File: config.mk
export PLATFORM = sky130hd
export DESIGN_NAME = dmem_port_arbiter
export DESIGN_NICKNAME = d
export VERILOG_FILES = /design/src/rtl/dmem_port_arbiter.sv
export SDC_FILE = /design/constraint.sdc
export NUM_CORES = 1
export LEC_CHECK = 0
export CAP_MARGIN = 0
export CORE_MARGIN = 3
export CORE_UTILIZATION = 38
export DETAILED_ROUTE_END_ITERATION = 10
export PLACE_DENSITY = 0.78
export SYNTH_ARGS = -nofsm -noshare
export SYNTH_HDL_FRONTEND = slang
export SYNTH_SLANG_ARGS = --single-unit
File: constraint.sdc
create_clock -name i_clk -period 1.9 [get_ports i_clk]
set_input_delay 0.38 -clock i_clk [delete_from_list [all_inputs] [get_ports i_clk]]
set_output_delay 0.38 -clock i_clk [all_outputs]
set_load 0.01 [all_outputs]
File: src/rtl/dmem_port_arbiter.sv
// ---------------------------------------------------------------------------
// dmem_port_arbiter
//
// Purpose:
//   Shares the single data-memory port between two requesters: the core's
//   Execute-stage load/store path and an external loader/debug port. Each
//   granted access runs through IDLE -> ACCESS (MEM_LAT cycles) -> DONE, and
//   DONE returns a one-cycle ready pulse to whichever requester owned it.
//   Arbitration favours the core, except that ext wins once it has lost
//   STARVE_MAX consecutive arbitrations while waiting.
//
// Optional feature (macro DMEM_ARB_ADDR_GUARD_EN):
//   When defined, an ext write below GUARD_LIMIT is rejected at grant time.
//   The access still takes MEM_LAT cycles but never enables the memory, and
//   it completes with o_ext_ready=1 and o_ext_err=1. When the macro is not
//   defined there is no address check and o_ext_err stays 0.
//
// Ports:
//   i_clk          clock, rising edge
//   i_reset        asynchronous active-low reset
//   i_core_req     core request, held until o_core_ready
//   i_core_we      core write enable (1=write, 0=read)
//   i_core_addr    core word address
//   i_core_wdata   core write data
//   o_core_rdata   last completed core read data
//   o_core_ready   one-cycle completion pulse to core
//   i_ext_req      ext request, held until o_ext_ready
//   i_ext_we       ext write enable
//   i_ext_addr     ext word address
//   i_ext_wdata    ext write data
//   o_ext_rdata    last completed ext read data
//   o_ext_ready    one-cycle completion pulse to ext
//   o_ext_err      qualifies o_ext_ready: access was rejected
//   o_mem_en       memory access enable
//   o_mem_we       memory write enable
//   o_mem_addr     memory word address
//   o_mem_wdata    memory write data
//   i_mem_rdata    memory read data
//   o_grant_ext    high while the current/last grant belongs to ext
// ---------------------------------------------------------------------------
module dmem_port_arbiter #(
  parameter int ADDR_W     = 10,
  parameter int DATA_W     = 32,
  parameter int MEM_LAT    = 1,
  parameter int STARVE_MAX = 4
`ifdef DMEM_ARB_ADDR_GUARD_EN
  ,
  parameter logic [ADDR_W-1:0] GUARD_LIMIT = ADDR_W'('h040)
`endif
) (
  input  logic              i_clk,
  input  logic              i_reset,
  input  logic              i_core_req,
  input  logic              i_core_we,
  input  logic [ADDR_W-1:0] i_core_addr,
  input  logic [DATA_W-1:0] i_core_wdata,
  output logic [DATA_W-1:0] o_core_rdata,
  output logic              o_core_ready,
  input  logic              i_ext_req,
  input  logic              i_ext_we,
  input  logic [ADDR_W-1:0] i_ext_addr,
  input  logic [DATA_W-1:0] i_ext_wdata,
  output logic [DATA_W-1:0] o_ext_rdata,
  output logic              o_ext_ready,
  output logic              o_ext_err,
  output logic              o_mem_en,
  output logic              o_mem_we,
  output logic [ADDR_W-1:0] o_mem_addr,
  output logic [DATA_W-1:0] o_mem_wdata,
  input  logic [DATA_W-1:0] i_mem_rdata,
  output logic              o_grant_ext
);

  localparam int LAT_W = (MEM_LAT > 1) ? $clog2(MEM_LAT) : 1;
  localparam int STV_W = $clog2(STARVE_MAX + 1);

  typedef enum logic [1:0] {
    S_IDLE,
    S_ACCESS,
    S_DONE
  } state_t;

  state_t             r_state;
  state_t             w_state_next;

  logic [LAT_W-1:0]   r_lat_cnt;
  logic [STV_W-1:0]   r_starve;
  logic               r_we;
  logic [ADDR_W-1:0]  r_addr;
  logic [DATA_W-1:0]  r_wdata;
  logic               r_owner_ext;
  logic               r_reject;
  logic               r_grant_ext;
  logic [DATA_W-1:0]  r_core_rdata;
  logic [DATA_W-1:0]  r_ext_rdata;

  logic               w_starve_full;
  logic               w_ext_wins;
  logic               w_grant_ext;
  logic               w_grant_core;
  logic               w_reject;

  // ext wins when it is alone, or when both request and it has already
  // lost STARVE_MAX times in a row; otherwise a requesting core wins.
  assign w_starve_full = (r_starve == STV_W'(STARVE_MAX));
  assign w_ext_wins    = i_ext_req && (!i_core_req || w_starve_full);

  assign o_core_rdata  = r_core_rdata;
  assign o_ext_rdata   = r_ext_rdata;
  assign o_mem_addr    = r_addr;
  assign o_mem_wdata   = r_wdata;
  assign o_grant_ext   = r_grant_ext;

  // Decides at grant time whether an ext write falls below the guard limit.
  always_comb begin
    w_reject = 1'b0;
`ifdef DMEM_ARB_ADDR_GUARD_EN
    w_reject = w_grant_ext && i_ext_we && (i_ext_addr < GUARD_LIMIT);
`endif
  end

  // State register; reset abandons any access in flight.
  always_ff @(posedge i_clk or negedge i_reset) begin
    if (!i_reset) begin
      r_state <= S_IDLE;
    end else begin
      r_state <= w_state_next;
    end
  end

  // Next-state, grant and output decode. A rejected access keeps its
  // ACCESS timing but never enables the memory.
  always_comb begin
    w_state_next = r_state;
    w_grant_ext  = 1'b0;
    w_grant_core = 1'b0;
    o_mem_en     = 1'b0;
    o_mem_we     = 1'b0;
    o_core_ready = 1'b0;
    o_ext_ready  = 1'b0;
    o_ext_err    = 1'b0;
    case (r_state)
      S_IDLE: begin
        if (w_ext_wins) begin
          w_grant_ext  = 1'b1;
          w_state_next = S_ACCESS;
        end else if (i_core_req) begin
          w_grant_core = 1'b1;
          w_state_next = S_ACCESS;
        end
      end
      S_ACCESS: begin
        o_mem_en = !r_reject;
        o_mem_we = r_we && !r_reject;
        if (r_lat_cnt == '0) begin
          w_state_next = S_DONE;
        end
      end
      S_DONE: begin
        o_core_ready = !r_owner_ext;
        o_ext_ready  = r_owner_ext;
`ifdef DMEM_ARB_ADDR_GUARD_EN
        o_ext_err    = r_owner_ext && r_reject;
`endif
        w_state_next = S_IDLE;
      end
      default: begin
        w_state_next = S_IDLE;
      end
    endcase
  end

  // Datapath: latch the winner's request at grant, count down the access
  // latency, capture read data on the last ACCESS cycle, and track how many
  // times in a row ext has lost to the core.
  always_ff @(posedge i_clk or negedge i_reset) begin
    if (!i_reset) begin
      r_lat_cnt    <= '0;
      r_starve     <= '0;
      r_we         <= 1'b0;
      r_addr       <= '0;
      r_wdata      <= '0;
      r_owner_ext  <= 1'b0;
      r_reject     <= 1'b0;
      r_grant_ext  <= 1'b0;
      r_core_rdata <= '0;
      r_ext_rdata  <= '0;
    end else begin
      if (w_grant_ext || w_grant_core) begin
        r_we        <= w_grant_ext ? i_ext_we    : i_core_we;
        r_addr      <= w_grant_ext ? i_ext_addr  : i_core_addr;
        r_wdata     <= w_grant_ext ? i_ext_wdata : i_core_wdata;
        r_owner_ext <= w_grant_ext;
        r_grant_ext <= w_grant_ext;
        r_reject    <= w_reject;
        r_lat_cnt   <= LAT_W'(MEM_LAT - 1);
      end

      if (w_grant_ext) begin
        r_starve <= '0;
      end else if (w_grant_core && i_ext_req && !w_starve_full) begin
        r_starve <= r_starve + 1'b1;
      end

      if (r_state == S_ACCESS) begin
        if (r_lat_cnt != '0) begin
          r_lat_cnt <= r_lat_cnt - 1'b1;
        end else if (!r_we) begin
          if (r_owner_ext) begin
            r_ext_rdata <= i_mem_rdata;
          end else begin
            r_core_rdata <= i_mem_rdata;
          end
        end
      end
    end
  end

endmodule

==> flow_metrics.py, run 1 <==
metrics = {
    "status": {
        "status": "complete, no violations",
    },
    "yosys": {
        "synthAdderAreaFrac_pct": 0.492,
        "ys_warn_count": 0,
        "ys_seq_elements": 114,
        "synth_area_per_cell_sq_um": 12.2,
        "yosysTopAreaCell": "dfrtp_1",
        "synthXorXnorAreaFrac_pct": 0.172,
        "syn-num-nets": 542,
        "synth_area_leaders": "dfrtp_1 56%, mux2_4 8.9%, mux2_2 7.1%, o311ai_0 6.0%, nand3_1 4.4%",
        "ys_seq_area_share_pct": 56.1,
        "synth_top_area_share_pct": 56.1,
        "synth_top_family_by_area": "multiplexers",
        "netlist_area_sq_um": 5080,
        "synthMuxAreaShare_pct": 16.4,
        "synth_compound_area_share_pct": 12.3,
        "synth-simple-area-share_pct": 6.87,
        "synth.distinct_cells": 31,
        "syn_inst": 418,
    },
    "layout": {
        "fin_nets": 772,
        "areaGrowthSynthToFinish_pct": 61.6,
        "final.fill_count": 977,
        "fin_area_sq_um": 8210,
        "multi_input_area_sq_um": 1860,
        "layout-drive-gt1-share_pct": 17.5,
        "antenna_cells": 0,
        "final_cells": 833,
        "seq_area_sq_um": 2850,
    },
    "sta": {
        "holdWs_ps": 442,
        "fin_skew_ps": 9.07,
        "fin_crit_sh_pct": 96.5,
        "fmax_mhz": 545,
        "maxSlewViolCount": 0,
        "hold_viol": 0,
        "post-route-min-period_ps": 1830,
        "setup_viol": 0,
        "setup_tns_ps": 0,
        "grt_setup_unrepaired": "no",
    },
    "drt": {
        "drt_wl_total_mm": 14.9,
        "vias": 4382,
        "post-route-drc-count": 0,
        "drt_iter0_drc": 215,
        "drt_pass1_iterations": 5,
        "vias_per_cell": 5.26,
        "ant_nets": 0,
        "wl_per_cell_microns": 17.8,
    },
    "grt": {
        "grt_max_degree": 68,
        "antenna_found_initial": 0,
        "grt.total_usage_pct": 20.6,
        "overflow": 0,
        "grt_pass1_wl_mm": 23.9,
        "grt_pass1_vias": 4456,
    },
    "job": {
        "maxCapViolations": 0,
    },
    "power": {
        "power.total_mw": 14.0,
        "ir_drop_v": 0.000787,
        "power.density_nw_per_um2": 1710,
        "leakage_nw": 3.55,
    },
    "die": {
        "pin_count": 234,
        "die_h_microns": 122,
        "fp.coreArea_sq_um": 12800,
        "die_w_microns": 122,
        "dieArea_sq_um": 14800,
        "initial_utilization_pct": 39.6,
        "fp-row-count": 41,
    },
    "place": {
        "portBuffers": 232,
        "place_inst": 799,
        "gp_congestion": 0.791,
        "hpwl_mm": 10.8,
        "dpl_cell_area_sq_um": 7590,
    },
    "clock_network": {
        "worstSkewPairLatency_ps": 410,
        "cts.sinks": 114,
        "cts_root_buf": "clkbuf_16",
        "cts_tree": "yes",
        "path_clk_slew_ps": 50,
        "ctsHtreeMaxLevel": 4,
        "clockBufferDepth": 2,
        "numCtsBuffers": 17,
    },
    "critical_path": {
        "critical_path_class": "register to output port",
        "cp_slowest_cell": "clkdlybuf4s50_1",
        "path_buf_inv": 1,
        "cpLargestDelayFamily": "buffers and inverters",
        "critPathRequiredTime_ps": 1520,
        "crit_arrival_ps": 1450,
        "slowest_delay_ps": 600,
        "start_kind": "register",
        "reg2reg_depth": 5,
        "path_cells": "clkdlybuf4s50_1",
        "cp_max_fo": 6,
        "endpoint_kind": "output port",
        "worst-path-stages": 1,
    },
    "min_path": {
        "hp-class": "primary input to asynchronous set/reset pin",
    },
}
==> state kept, by name, summed over array words and instances, names as in the netlist <==
signal and count:
r_starve 3, o_grant_ext 1, r_we 1, r_lat_cnt 1
r_state 2, o_mem_wdata 32, o_mem_addr 10, o_ext_rdata 32
o_core_rdata 32
==> report_power, final <==
| group | switching, mW | internal, mW |
|---|---|---|
| logic | 2.65 | 3.75 |
| clock network | 1.12 | 2.09 |
| registers | 0.738 | 3.69 |
| total | 4.51 | 9.53 |
==> repair_timing <==
action	4_1_cts	5_1_grt
buffers inserted	1	0
pin swaps	0	0
resized for setup	5	5
hold buffers	1	0
setup endpoints to repair	4	5
cloned	0	0
hold endpoints to repair	20	0
==> per-layer routing <==
metal / up-vias / global-route usage [%] / part of all wire (%)
li1: 1958 / - / -
met1: 2136 / 25.9 / 39
met2: 268 / 32.9 / 48
met3: 20 / 7.34 / 11
met4: 0 / 7.42 / 1.7
met5: - / 0 / 0
==> synthesized netlist by cell type <==
library cell / count
dfrtp_1: 114
inv_1: 46
nand3_1: 45
o21ai_0: 45
o311ai_0: 35
mux2_2: 32
mux2_4: 30
clkbuf_1: 23
buf_6: 8
o311ai_1: 8
buf_2: 5
nor2_1: 3
ha_1: 2
mux2_1: 2
nand2_1: 2
nor3b_1: 2
or2_1: 2
a21bo_2: 1
a21boi_0: 1
a21o_1: 1
and2_0: 1
and2_1: 1
and3_1: 1
and3b_1: 1
buf_4: 1
conb_1: 1
nand2b_4: 1
nor4_2: 1
nor4bb_1: 1
or4b_4: 1
xnor2_1: 1
==> placed cells by master (no fill, tap or decap), types with 3 or more instances in the layout <==
| cell type | n |
|---|---|
| clkdlybuf4s50_1 | 227 |
| dfrtp_1 | 113 |
| clkinv_4 | 3 |
| buf_4 | 11 |
| o311ai_0 | 30 |
| o21ai_0 | 45 |
| dlygate4sd2_1 | 4 |
| nand3_1 | 45 |
| buf_12 | 5 |
| mux2_4 | 30 |
| o311ai_1 | 13 |
| bufinv_16 | 3 |
| mux2_2 | 32 |
| clkinv_2 | 3 |
| clkinvlp_4 | 4 |
| clkbuf_16 | 17 |
| inv_1 | 46 |
==> per-stage QoR <==
stage          utilization (%)  setup WS (ps)
2_1_floorplan                -            118
3_3_place_gp              59.2           35.3
3_5_place_dp              59.2           -141
4_1_cts                   64.0           44.5
5_1_grt                   64.0           3.63
6_report                  64.0           66.5
==> cell families (layout without fill, tap and decap cells) <==
family | Yosys count | count (layout)
AOI/OAI and AO/OA | 91 | 91
xor gates and xnor gates | 1 | 1
adders and majority gates | 2 | 2
buffers and inverters | 83 | 326
DFF | 114 | 114
muxes | 64 | 64
other | 1 | 1
and+or+nand+nor | 62 | 62
==> final cells by class <==
cell class                      instances  area share [%]
Tap cell                              172            2.62
Multi-Input combinational cell        221            22.7
Clock buffer                           19            5.40
Timing Repair Buffer                  248            30.5
Inverter                               46            2.10
Sequential cell                       114            34.8
Clock inverter                         13            1.97
==> worst paths after layout <==
check                               start               end  slack [ps]
max reg2reg                    r_state[0]   o_mem_wdata[26]         120
max                           o_grant_ext       o_grant_ext          70
min in group i_clk         o_ext_rdata[0]    o_ext_rdata[0]         500
max in group asynchronous         i_reset   o_mem_wdata[23]         820
min                               i_reset  o_core_rdata[29]         440
min reg2reg                o_ext_rdata[0]    o_ext_rdata[0]         500
Power figures use the tool's default switching activity.
==> inputs of run 2 (changes only) <==
CAP_MARGIN = 25   (was 0)
GPL_TIMING_DRIVEN = 0   (was not set)
SETUP_SLACK_MARGIN = 0.3   (was not set)
==> run 2 against run 1 <==
Net effect:
- clock-buffer cell count up 3
- core utilization up 13 points
- via count up 11%
- critical endpoint is now o_mem_wdata[13]
- largest power group unchanged
- highest routed layer unchanged
==> flow_metrics.py, run 2 (synthesis results as in run 1) <==
metrics = {
    "die": {
        "die_w_microns": 122,
        "pin_count": 234,
        "dieArea_sq_um": 14800,
        "fp.coreArea_sq_um": 12800,
        "die_h_microns": 122,
        "initial_utilization_pct": 39.6,
        "fp-row-count": 41,
    },
    "critical_path": {
        "crit_arrival_ps": 2170,
        "r2r-start": "r_state[0]",
        "slowest_delay_ps": 580,
        "path_buf_inv": 2,
        "path_cells": "clkdlybuf4s50_1 -> nor2_2 -> clkbuf_1 -> o21ai_1 -> o311ai_4",
        "r2r_end": "o_mem_addr[0]",
        "cpLargestDelayFamily": "buffers and inverters",
        "worst-path-stages": 5,
        "crit_start": "i_core_req",
        "start_kind": "primary input",
        "endpoint": "o_mem_wdata[13]",
        "cp_max_fo": 10,
        "regToRegSetupSlack_ps": 60,
        "cp_slowest_cell": "clkbuf_1",
        "endpoint_kind": "register",
        "critical_path_class": "primary input to register",
        "reg2reg_depth": 6,
        "critPathRequiredTime_ps": 2210,
    },
    "sta": {
        "holdWs_ps": 28.6,
        "maxSlewViolCount": 0,
        "finalWorstSetupSlack_ps": 41.2,
        "setup_tns_ps": 0,
        "fin_crit_sh_pct": 97.8,
        "max_slew_margin_pct": 53.4,
        "hold_viol": 0,
        "fin_skew_ps": 9.56,
        "tightest_slew_ps": 699,
        "post-route-min-period_ps": 1860,
        "fmax_mhz": 538,
        "setup_viol": 0,
        "grt_setup_unrepaired": "yes",
    },
    "layout": {
        "final_common_cell": "clkdlybuf4s50_1",
        "layout-drive-gt1-share_pct": 36.1,
        "fin_nets": 833,
        "fin_area_sq_um": 9850,
        "layout_common_cells": "120 x clkdlybuf4s50_1, 111 x dfrtp_1, 106 x dlygate4sd2_1",
        "antenna_cells": 0,
        "areaGrowthSynthToFinish_pct": 93.8,
        "final_util_pct": 76.8,
    },
    "power": {
        "leakage_nw": 4.44,
        "p_sw_share_pct": 35.0,
        "power.density_nw_per_um2": 1740,
        "pwr-share-clk_pct": 21.3,
        "ir_drop_v": 0.000863,
        "p_seq_share_pct": 26.4,
        "internal_power_mw": 11.2,
        "p_switching_mw": 6.02,
        "power_frac_comb_pct": 52.3,
    },
    "min_path": {
        "hp-class": "primary input to asynchronous set/reset pin",
    },
    "grt": {
        "grt.total_usage_pct": 23.9,
        "grt_pass1_wl_mm": 27.3,
        "grt_max_degree": 63,
        "overflow": 0,
        "grt_pass1_vias": 5056,
        "antenna_found_initial": 0,
    },
    "clock_network": {
        "cts_tree": "yes",
        "ctsHtreeMaxLevel": 4,
        "numCtsBuffers": 17,
        "path_clk_slew_ps": 50,
        "cts.sinks": 114,
        "worstSkewPairLatency_ps": 410,
        "clockBufferDepth": 2,
        "cts_root_buf": "clkbuf_16",
        "cts_hold_buf": 0,
    },
    "drt": {
        "drt_pass1_iterations": 5,
        "post-route-drc-count": 0,
        "vias": 4845,
        "ant_nets": 0,
        "vias_per_cell": 5.43,
        "drt_wl_total_mm": 20.5,
        "drt_iter0_drc": 316,
        "wl_per_cell_microns": 22.9,
    },
    "status": {
        "status": "complete, no violations",
    },
    "place": {
        "dpl_cell_area_sq_um": 7730,
        "portBuffers": 232,
        "hpwl_mm": 11.7,
        "dp_slack_ps": -569,
        "gp_congestion": 0.857,
    },
    "job": {
        "maxCapViolations": 0,
    },
}
==> run 2: cell count changes in the layout (fill, tap and decap cells not counted), moves of 12 or more <==
cell / before / now
o311ai_4: 0 / 32
o311ai_1: 13 / 1
o21ai_1: 0 / 26
mux2_2: 32 / 18
dlygate4sd2_1: 4 / 106
o21ai_0: 45 / 7
nand3_1: 45 / 25
nand3_2: 0 / 19
o21ai_2: 0 / 12
clkdlybuf4s50_1: 227 / 120
buf_4: 11 / 23
mux2_4: 30 / 45
o311ai_0: 30 / 0
==> run 2: worst min path at each step <==
stage | startpoint | endpoint | slack [ps] | depth (start not counted)
6_report | i_reset | o_ext_rdata[27] | 30 | 1
3_3_place_gp | o_core_rdata[27] | o_core_rdata[27] | 470 | 1
4_1_cts | i_reset | o_ext_rdata[23] | 30 | 1
5_1_grt | i_reset | o_core_rdata[29] | 70 | 1
3_5_place_dp | i_reset | o_ext_rdata[24] | 460 | 1
2_1_floorplan | i_reset | o_core_rdata[0] | 80 | 0
==> run 2: worst register-to-register path, cell delays in order (launching register included) <==
cell and delay (ps):
dfrtp_2 450, or2_1 250, buf_6 130, or2_4 250
buf_12 160, buf_12 160, o311ai_1 330
==> run 2: layout make-up <==
| cell class | instances | area [sq um] |
|---|---|---|
| inverters | 46 | 173 |
| flip-flops and latches | 114 | 2860 |
| clock inverters | 9 | 201 |
| fillers | 739 | 2980 |
| repair buffers | 272 | 2710 |
| clock buffers | 22 | 474 |
| plain buffers | 37 | 472 |
| well taps | 172 | 215 |
| multi-input cells | 221 | 2750 |
==> run 2: what timing repair did <==
item | in CTS | in global routing
pin swaps | 3 | 16
buffers inserted | 17 | 11
endpoints found under the hold margin | 0 | 0
cloned | 5 | 6
setup endpoints to repair | 223 | 116
resized for setup | 206 | 181
==> run 2: through the flow <==
stage	power [mW]	cells
3_3_place_gp	10.9	822
5_1_grt	17.9	893
6_report	17.2	893
2_1_floorplan	7.56	418
4_1_cts	15.1	876
3_5_place_dp	11.1	823
==> run 2: power by group through the flow <==
stage          Combinational [mW]  Sequential (mW)  Clock (mW)
2_1_floorplan                2.68             4.87           0
3_3_place_gp                 6.52             4.41           0
3_5_place_dp                 6.65             4.47           0
4_1_cts                      7.00             4.42        3.67
5_1_grt                      9.44             4.67        3.81
6_report                     8.99             4.54        3.66
==> run 2: layer usage <==
| layer | vias to the layer above | routed length, microns | track usage (%) |
|---|---|---|---|
| met5 | - | 0 | 0 |
| met4 | 0 | 615 | 9.87 |
| met3 | 46 | 1880 | 8.87 |
| met2 | 286 | 10300 | 40.7 |
| met1 | 2417 | 7710 | 27.1 |
| li1 | 2096 | - | - |
==> inputs of run 3 (changes only) <==
CTS_CLUSTER_DIAMETER = 120   (was not set)
CTS_CLUSTER_SIZE = 20   (was not set)
==> results of run 3 <==
Final layout, timing and power as in run 2 (identical DEF).
==> variant, RTL diff (flow settings as in run 2) <==
Add a define of `DMEM_ARB_ADDR_GUARD_EN`.
--- a/src/rtl/dmem_port_arbiter.sv
+++ b/src/rtl/dmem_port_arbiter.sv
@@ -40,2 +40,4 @@
 // ---------------------------------------------------------------------------
+`define DMEM_ARB_ADDR_GUARD_EN
+
 module dmem_port_arbiter #(
Check against the original RTL: not equivalent (Yosys sat finds a counterexample within 4 cycles, from zero or initial values and one cycle with i_reset low).
==> variant against run 2 <==
Worst setup slack improved by 0.051 ns; sequential cell count is 1 higher; area after synthesis grew 0.39%; design area down 2.6%; wire length is 6.8% lower; clock skew barely moved; utilization shrank 2.3 points; register-to-register slack better by 0.04 ns; combinational power decreased by 4.9%; power shrank 6.0%; synthesized cell count is 0.72% higher; largest power group unchanged.
==> variant: results (changes against run 2) <==
* Tcrit/Tclk final at 95.13% (-2.7 points)
* Clock Tree Root: clkbuf_16
* Register area at 2880 sq um (+0.83%)
* #MultiIn Comb at 224 (+1.4%)
* Iter 0 DRT Violations at 254 (-20%)
* Placed Cells at 827 (+0.49%)
* Leakage at 4.346 nW (-2.1%)
* Max VDD drop at 0.9514 mV (+10%)
* Multi-input logic portion of the cell area at 27.46% (-0.46 points)
* DR pass1 iterations at 4 (-1)
* Compound-gate portion of the synthesized area at 12.58% (+0.25 points)
* Total GRT Usage at 23.53% (-0.36 points)
* Via/cell ratio at 5.351 (-1.4%)
* Inverter count at 46 (unchanged)
* Status: completed
* Setup crit end: o_mem_wdata[25]
* First-pass GRT wire length at 26720 um (-2.0%)
* Fin Hold WS at 0.4979 ns (+0.4693 ns)
* XOR/XNOR Fraction of Synth Area at 0.1717% (-0.00068 points)
* Post-synth net total at 545 (+0.55%)
* Post-synthesis mux area share at 16.34% (-0.064 points)
* Fillers at 797 (+7.8%)
* Max incr delay on CP at 0.60 ns (+0.02 ns)
* Reg2reg path depth at 8 (+2)
* CTS sink cnt at 115 (+0.88%)
* Fraction of layout cells with a size suffix above 1 at 34.26% (-1.8 points)
* Place WS at -0.7407 ns (-0.1720 ns)
* Syn Inst Count at 421 (+0.72%)
* R2r setup slk at 0.10 ns (+0.04 ns)
* Worst relative slew slack at 52.59% (-0.80 points)
* NetSw at 0.005738 W (-4.7%)
* Layout clock buffers at 21 (-4.5%)
* Synth cell types at 27 (-13%)
* Cts hold-fix bufs at 1 (+1)
* Sequential fraction of design power at 27.8% (+1.4 points)
* Non-clock buffer area fraction after layout at 32.54% (+0.26 points)
* Worst EP arrival at 2.11 ns (-0.06 ns)
* Reg2reg start: r_starve[1]
* Comb. pwr at 0.00855 W (-4.9%)
* Largest net degree at the start of global routing at 59 (-6.3%)
* Seq/Total Area, Yosys at 56.41% (+0.27 points)
* Commonest cells in the netlist: 115 x dfrtp_1, 46 x inv_1, 46 x o21ai_0
* Vias in the first global route at 4999 (-1.1%)
* Clk_skew at 0.009960 ns (+0.0004005 ns)
* Post-CTS sizing at 229 (+11%)
* Synth area leaders: dfrtp_1 56%, mux2_4 8.8%, mux2_2 7.5%
* Placed Area at 7765 sq um (+0.50%)
* IO buf count at 233 (+0.43%)
* Area of the multi-input gates at 2635 sq um (-4.2%)
* Final Wtd Congestion at 0.8604 (+0.39%)
* Count of non-CTS buffers in the layout at 305 (-1.3%)
* DP HPWL at 11780 um (+1.1%)
* Clock buf/inv share at 5.934% (-0.93 points)
* Post-Synth Adder-Cell Area at 0.4906% (-0.0019 points)
* Drt total wl at 19080 um (-6.8%)
==> variant: cell types whose count changed in the layout (fill, tap and decap cells not counted), sizes merged, moves of 2 or more <==
| cell | before | now |
|---|---|---|
| nor2 | 3 | 5 |
| clkbuf | 45 | 48 |
| nand2 | 2 | 0 |
| buf | 59 | 51 |
| bufinv | 6 | 2 |
| clkinv | 2 | 6 |
==> variant: cells by family after synthesis <==
logic type,Yosys count
AOI/OAI and AO/OA,93
xor gates and xnor gates,1
adders and majority gates,2
buffers and inverters,82
DFF,115
muxes,64
and+or+nand+nor,64
==> variant: metrics by stage <==
step | total power [W] | utilization [%]
after floorplan | 0.007551 | -
final | 0.01615 | 74.51
after detailed placement | 0.01109 | 60.31
after global routing | 0.01691 | 74.51
after global placement | 0.01092 | 60.08
after CTS | 0.01446 | 68.91
==> variant: per-layer routing <==
layer  global-route usage (%)  share of wire [%]  up-vias
met1                    26.59                 38     2375
met4                    9.734                2.1        0
li1                         -                  -     2112
met5                        0                  0        -
met2                    40.26                 50      253
met3                    8.589                9.2       38
